===== src/rtl/fakepll7_ctrl.sv =====
// Power-up, lock-supervision and reconfiguration sequencer for the fakepll7 macro.
// All PLL pins and status outputs are registered from the decoded next state.
module fakepll7_ctrl #(
  parameter int NOUT    = 8,
  parameter int DIVFBW  = 16,
  parameter int RSTCYC  = 16,
  parameter int LOCKTO  = 4096,
  parameter int STABCYC = 64
) (
  input  logic                clk,
  input  logic                reset,
  input  logic                start,
  input  logic                cfg_valid,
  output logic                cfg_ready,
  input  logic [7:0]          cfg_divin,
  input  logic [DIVFBW-1:0]   cfg_divfb,
  input  logic [NOUT*8-1:0]   cfg_divout,
  input  logic [NOUT-1:0]     cfg_clken,
  output logic                pll_reset,
  output logic                pll_en,
  output logic                pll_bypass,
  output logic [NOUT-1:0]     pll_clken,
  output logic [7:0]          pll_divin,
  output logic [DIVFBW-1:0]   pll_divfb,
  output logic [NOUT*8-1:0]   pll_divout,
  input  logic                pll_freqlock,
  input  logic                pll_phaselock,
  output logic                locked,
  output logic                fail,
  output logic                lost_lock,
  input  logic                lost_lock_clr,
  output logic [2:0]          state
);

  localparam int RW = $clog2(RSTCYC);
  localparam int TW = $clog2(LOCKTO);
  localparam int SW = $clog2(STABCYC);

  localparam logic [RW-1:0] RST_LAST  = RW'(RSTCYC - 1);
  localparam logic [TW-1:0] TO_LAST   = TW'(LOCKTO - 1);
  localparam logic [SW-1:0] STAB_LAST = SW'(STABCYC - 1);

  typedef enum logic [2:0] {
    S_IDLE = 3'd0,
    S_RST  = 3'd1,
    S_LOCK = 3'd2,
    S_STAB = 3'd3,
    S_RUN  = 3'd4,
    S_FAIL = 3'd5
  } state_t;

  state_t          state_r;
  state_t          nxt_s;
  logic            fl_meta_r;
  logic            fl_sync_r;
  logic            pl_meta_r;
  logic            pl_sync_r;
  logic            lk_s;
  logic            accept_s;
  logic            loss_s;
  logic [RW-1:0]   rst_cnt_r;
  logic [TW-1:0]   to_cnt_r;
  logic [SW-1:0]   stab_cnt_r;
  logic [NOUT-1:0] clken_r;

  assign state    = state_r;
  assign lk_s     = fl_sync_r & pl_sync_r;
  assign accept_s = cfg_valid & cfg_ready;
  // A loss only counts when the sequencer is actually going to resequence.
  assign loss_s   = start & (state_r == S_RUN) & ~lk_s;

  // Two-flop synchronisers for the asynchronous lock indicators.
  always_ff @(posedge clk or posedge reset) begin
    if (reset) begin
      fl_meta_r <= 1'b0;
      fl_sync_r <= 1'b0;
      pl_meta_r <= 1'b0;
      pl_sync_r <= 1'b0;
    end else begin
      fl_meta_r <= pll_freqlock;
      fl_sync_r <= fl_meta_r;
      pl_meta_r <= pll_phaselock;
      pl_sync_r <= pl_meta_r;
    end
  end

  // Next-state decode; dropping start overrides every other transition.
  always_comb begin
    nxt_s = state_r;
    if (!start) begin
      nxt_s = S_IDLE;
    end else begin
      case (state_r)
        S_IDLE: nxt_s = S_RST;
        S_RST: begin
          if (rst_cnt_r == RST_LAST) nxt_s = S_LOCK;
          else                       nxt_s = S_RST;
        end
        S_LOCK: begin
          if (lk_s)                    nxt_s = S_STAB;
          else if (to_cnt_r == TO_LAST) nxt_s = S_FAIL;
          else                         nxt_s = S_LOCK;
        end
        S_STAB: begin
          if (!lk_s)                       nxt_s = S_LOCK;
          else if (stab_cnt_r == STAB_LAST) nxt_s = S_RUN;
          else                             nxt_s = S_STAB;
        end
        S_RUN: begin
          if (!lk_s || accept_s) nxt_s = S_RST;
          else                   nxt_s = S_RUN;
        end
        S_FAIL:  nxt_s = S_FAIL;
        default: nxt_s = S_IDLE;
      endcase
    end
  end

  // Sequencer state, saturating counters, config registers and registered pins.
  always_ff @(posedge clk or posedge reset) begin
    if (reset) begin
      state_r    <= S_IDLE;
      rst_cnt_r  <= '0;
      to_cnt_r   <= '0;
      stab_cnt_r <= '0;
      clken_r    <= '0;
      pll_divin  <= 8'd0;
      pll_divfb  <= '0;
      pll_divout <= '0;
      pll_reset  <= 1'b1;
      pll_en     <= 1'b0;
      pll_bypass <= 1'b1;
      pll_clken  <= '0;
      locked     <= 1'b0;
      fail       <= 1'b0;
      lost_lock  <= 1'b0;
      cfg_ready  <= 1'b1;
    end else begin
      state_r <= nxt_s;

      if (state_r != S_RST)          rst_cnt_r <= '0;
      else if (rst_cnt_r != RST_LAST) rst_cnt_r <= rst_cnt_r + RW'(1);

      // Timeout restarts only from RST so a chattering lock still expires.
      if (state_r == S_RST)
        to_cnt_r <= '0;
      else if ((state_r == S_LOCK || state_r == S_STAB) && to_cnt_r != TO_LAST)
        to_cnt_r <= to_cnt_r + TW'(1);

      if (state_r != S_STAB)                   stab_cnt_r <= '0;
      else if (lk_s && stab_cnt_r != STAB_LAST) stab_cnt_r <= stab_cnt_r + SW'(1);

      if (accept_s) begin
        pll_divin  <= cfg_divin;
        pll_divfb  <= cfg_divfb;
        pll_divout <= cfg_divout;
        clken_r    <= cfg_clken;
      end

      if (loss_s)             lost_lock <= 1'b1;
      else if (lost_lock_clr) lost_lock <= 1'b0;

      cfg_ready <= (nxt_s == S_IDLE) || (nxt_s == S_RUN);
      locked    <= (nxt_s == S_RUN);
      fail      <= (nxt_s == S_FAIL);

      case (nxt_s)
        S_RST: begin
          pll_reset  <= 1'b1;
          pll_en     <= 1'b1;
          pll_bypass <= 1'b1;
          pll_clken  <= '0;
        end
        S_LOCK, S_STAB: begin
          pll_reset  <= 1'b0;
          pll_en     <= 1'b1;
          pll_bypass <= 1'b1;
          pll_clken  <= '0;
        end
        S_RUN: begin
          pll_reset  <= 1'b0;
          pll_en     <= 1'b1;
          pll_bypass <= 1'b0;
          pll_clken  <= clken_r;
        end
        default: begin
          pll_reset  <= 1'b1;
          pll_en     <= 1'b0;
          pll_bypass <= 1'b1;
          pll_clken  <= '0;
        end
      endcase
    end
  end

endmodule


===== config.mk =====
export PLATFORM = sky130hd
export DESIGN_NAME = fakepll7_ctrl
export DESIGN_NICKNAME = d
export VERILOG_FILES = /design/src/rtl/fakepll7_ctrl.sv
export SDC_FILE = /design/constraint.sdc
export NUM_CORES = 1
export LEC_CHECK = 0
export BUFFER_PORTS_ARGS = -buffer_cell sky130_fd_sc_hd__buf_2
export CAP_MARGIN = 20
export CORE_MARGIN = 1
export CORE_UTILIZATION = 44
export CTS_CLUSTER_SIZE = 14
export DETAILED_ROUTE_END_ITERATION = 12
export MAX_ROUTING_LAYER = met4
export PLACE_DENSITY = 0.83
export SYNTH_ARGS = -nofsm -noshare
export SYNTH_HDL_FRONTEND = slang
export SYNTH_SLANG_ARGS = --single-unit

===== constraint.sdc =====
create_clock -name clk -period 3.9 [get_ports clk]
set_input_delay 0 -clock clk [delete_from_list [all_inputs] [get_ports clk]]
set_output_delay 0 -clock clk [all_outputs]
set_load 0.05 [all_outputs]

==> run_results.csv <==
group,metric,value,unit
status,status,"completed",
synth,synth_top_family_by_area,"multiplexers",
synth,synth_top_cell_area_share,62.39,%
cts,postCtsSetupBuffers,0,
floorplan,coreArea,12110,sq um
detailed_routing,routedWlPerCell,15.71,microns
floorplan,io_pins,209,
flow_run,drv_cap,0,
synth,synthAdderAreaFrac,0.6831,%
global_routing,antenna_found_initial,0,
cts,cts-root-buf,"clkbuf_16",
synth,synthSimpleGateAreaFrac,7.946,%
power,p_sw,1.388,mW
power,power.density,521.4,nW/um^2
synth,synth.area.mux_share,20.22,%
power,peakVddDrop,372.9,uV
critical_path,cp_cell_sequence,"and2b_2 > nand2_2 > o32a_1 > nor4_2 > and2_1",
global_routing,grt_overflow_total,0,
synth,synth_nets,500,
floorplan,die_area,12940,sq um
cts,cts_buffers,17,
synth,synth_compound_area_share,4.189,%
synth,synth_commonest_cells,"137 x dfrtp_1, 96 x mux2_2, 24 x nor2_1",
critical_path,start_kind,"flip-flop",
synth,synth_area_leaders,"dfrtp_1 62%, mux2_2 20%, nor2_1 1.6%, dfstp_2 1.4%, xnor2_1 1.1%",
cts,ctsResizeCount,0,
detailed_routing,vias,4381,
synth,seq_area_frac_synth,63.82,%
cts,path_clk_slew,0.06,ns
power,p_seq_share,38.7,%
floorplan,rows,40,
detailed_routing,drtAntennaViolNets,0,
sta,final-hold-violation-count,0,
sta,hold_slack,0.03328,ns
power,power.leakage,3.951,nW
sta,relSlewSlack,42.23,%
cts,insertion_delay,0.42,ns
synth,synth_edf_count,0,
layout,nets,817,
detailed_routing,vias_per_cell,4.911,
synth,ys_types,46,
global_routing,grtUsageMet2,41.38,%
detailed_routing,dr.pass1.iters,4,
sta,rsz0062_at_grt,"false",
placed_design,dpl_worst_slack,1.630,ns
sta,period_share,59.45,%
critical_path,cpPeakStageDelay,0.66,ns
power,clockPowerShare,38.1,%
placed_design,place_congestion,0.8450,
power,power.internal,2.972,mW
synth,ys_warn_count,0,
cts,h-tree-depth,4,
detailed_routing,wl,14.01,mm
sta,setup_ws,1.582,ns
worst_hold_path,hold_class,"primary input to asynchronous set/reset pin",
synth,syn_inst,394,
synth,synth_area,5495,sq um
synth,ys_ff_latch,140,
power,switching_share,31.84,%
synth,yosysTopAreaCell,"dfrtp_1",
sta,worst_pin_slew,0.8594,ns
sta,setup_viol,0,
global_routing,gr-usage-met3,6.589,%
detailed_routing,initialDrtViolationCount,177,
layout,drive_gt1_share,48.48,%
layout,n_antenna_cell,0,
floorplan,die-width,113.8,microns
synth,synth.most_common_cell,"dfrtp_1",
critical_path,crit_required,4.25,ns
power,combPwrFrac,23.2,%
placed_design,hpwl,8.216,mm
global_routing,grt-busiest-layer,"met2",
floorplan,initial_core_util,45.37,%
layout,post-route-util,69.05,%
global_routing,grt_max_degree,114,
global_routing,grt_pass1_wl,22.11,mm
synth,async_reset_ff_share,100.0,%
sta,finClkSkew,0.009364,ns
critical_path,arrival,2.67,ns
global_routing,grtUsageMet1,23.64,%
layout,syn_to_final_growth,52.19,%
critical_path,cp_slowest_cell,"nor4_2",
cts,cts.sinks,140,
sta,max_freq,431.3,MHz
critical_path,cp_max_fo,11,
sta,slew_violations,0,
cts,cts_max_path_buffers,2,
sta,period_needed,2.318,ns
global_routing,grt_usage,23.41,%
synth,syn_avg_cell_area,13.95,sq um
detailed_routing,drcViolationCount,0,
global_routing,grt_pass1_vias,4710,
sta,finalSetupTns,0,ns
critical_path,setup.worst_path.end_class,"flip-flop",
cts,cts_tree,"done",
synth,synth-xor-area-share,1.434,%
synth,ys.flop_type,"dfrtp_1",
placed_design,io_buffers,208,
critical_path,crit_type,"flip-flop to flip-flop",
floorplan,die_h,113.8,microns
## worst max-delay path: cells and delay by family, from the launching register on
kind | cells | cell delay, ns
compound gates | 1 | 0.43
flops | 1 | 0.52
simple gates | 4 | 1.31
## final cells by class
class,count,area (sq um)
well taps,168,210.2
inverters,6,27.53
flip-flops and latches,140,3507
fillers,856,3749
clock buffers,19,452.9
clock inverters,13,161.4
repair buffers,313,2102
multi-input cells,233,1902
## power groups by stage
stage / Combinational [mW] / Sequential (mW) / Clock, mW
after floorplan: 0.194 / 2.19 / 0
after global placement: 0.905 / 1.69 / 0
after detailed placement: 0.922 / 1.70 / 0
after CTS: 1.00 / 1.68 / 1.70
after global routing: 1.06 / 1.70 / 1.76
final: 1.01 / 1.69 / 1.66
## kinds of logic after synthesis
group	Yosys count
flip-flops	140
adder cells (fa/ha/maj)	3
AND/OR/NAND/NOR	85
buffers and inverters	21
multiplexers	99
AO/OA/AOI/OAI	37
XOR/XNOR	9
## metal layers
metal	wire length [microns]	vias up	part of all wire, %
met5	0	-	0
met4	485	0	3.5
met3	725	40	5.2
met2	7540	172	54
met1	5261	2133	38
li1	-	2036	-
## stage by stage
stage,std cells,power [mW],cell area (sq um)
floorplan,394,2.380,5495
finish,892,4.361,8363
detailed placement,758,2.627,6710
global placement,758,2.599,6710
CTS,891,4.383,8335
global route,892,4.518,8363
## cells in the final DEF, fill, tap and decap left out, types with 6 or more instances in the layout
cell	instances
nand2_1	14
o21ai_0	6
dlygate4sd3_1	101
nor3_1	8
buf_2	208
xnor2_1	7
and2_1	8
mux2_2	96
a21oi_1	12
clkbuf_16	17
nand3_1	8
dfrtp_1	137
nor2_1	24
## state kept, by name, summed over array words and instances, names as in the netlist, 3 cells and up
register,cells
pll_clken,8
rst_cnt_r,4
state,3
pll_divin,8
stab_cnt_r,6
pll_divout,64
to_cnt_r,12
pll_divfb,16
clken_r,8
## path summary, 6_finish.rpt
check,cells after the start,slack (ns),startpoint,to
setup reg to reg,5,1.58,state[1],pll_clken[6]
min in group clk,3,0.12,start,state[2]
max in group asynchronous,5,2.76,reset,pll_divout[48]
setup / recovery,5,1.58,state[1],pll_clken[6]
hold / removal,3,0.03,reset,pll_divfb[14]
hold reg to reg,0,0.35,pl_meta_r,pl_sync_r
## what timing repair did
action / in CTS / in global routing
hold buffers: 101 / 0
endpoints found under the hold margin: 208 / 0
endpoints found under the setup margin: 0 / 0
Note: power is estimated with default switching activity, not from simulation.
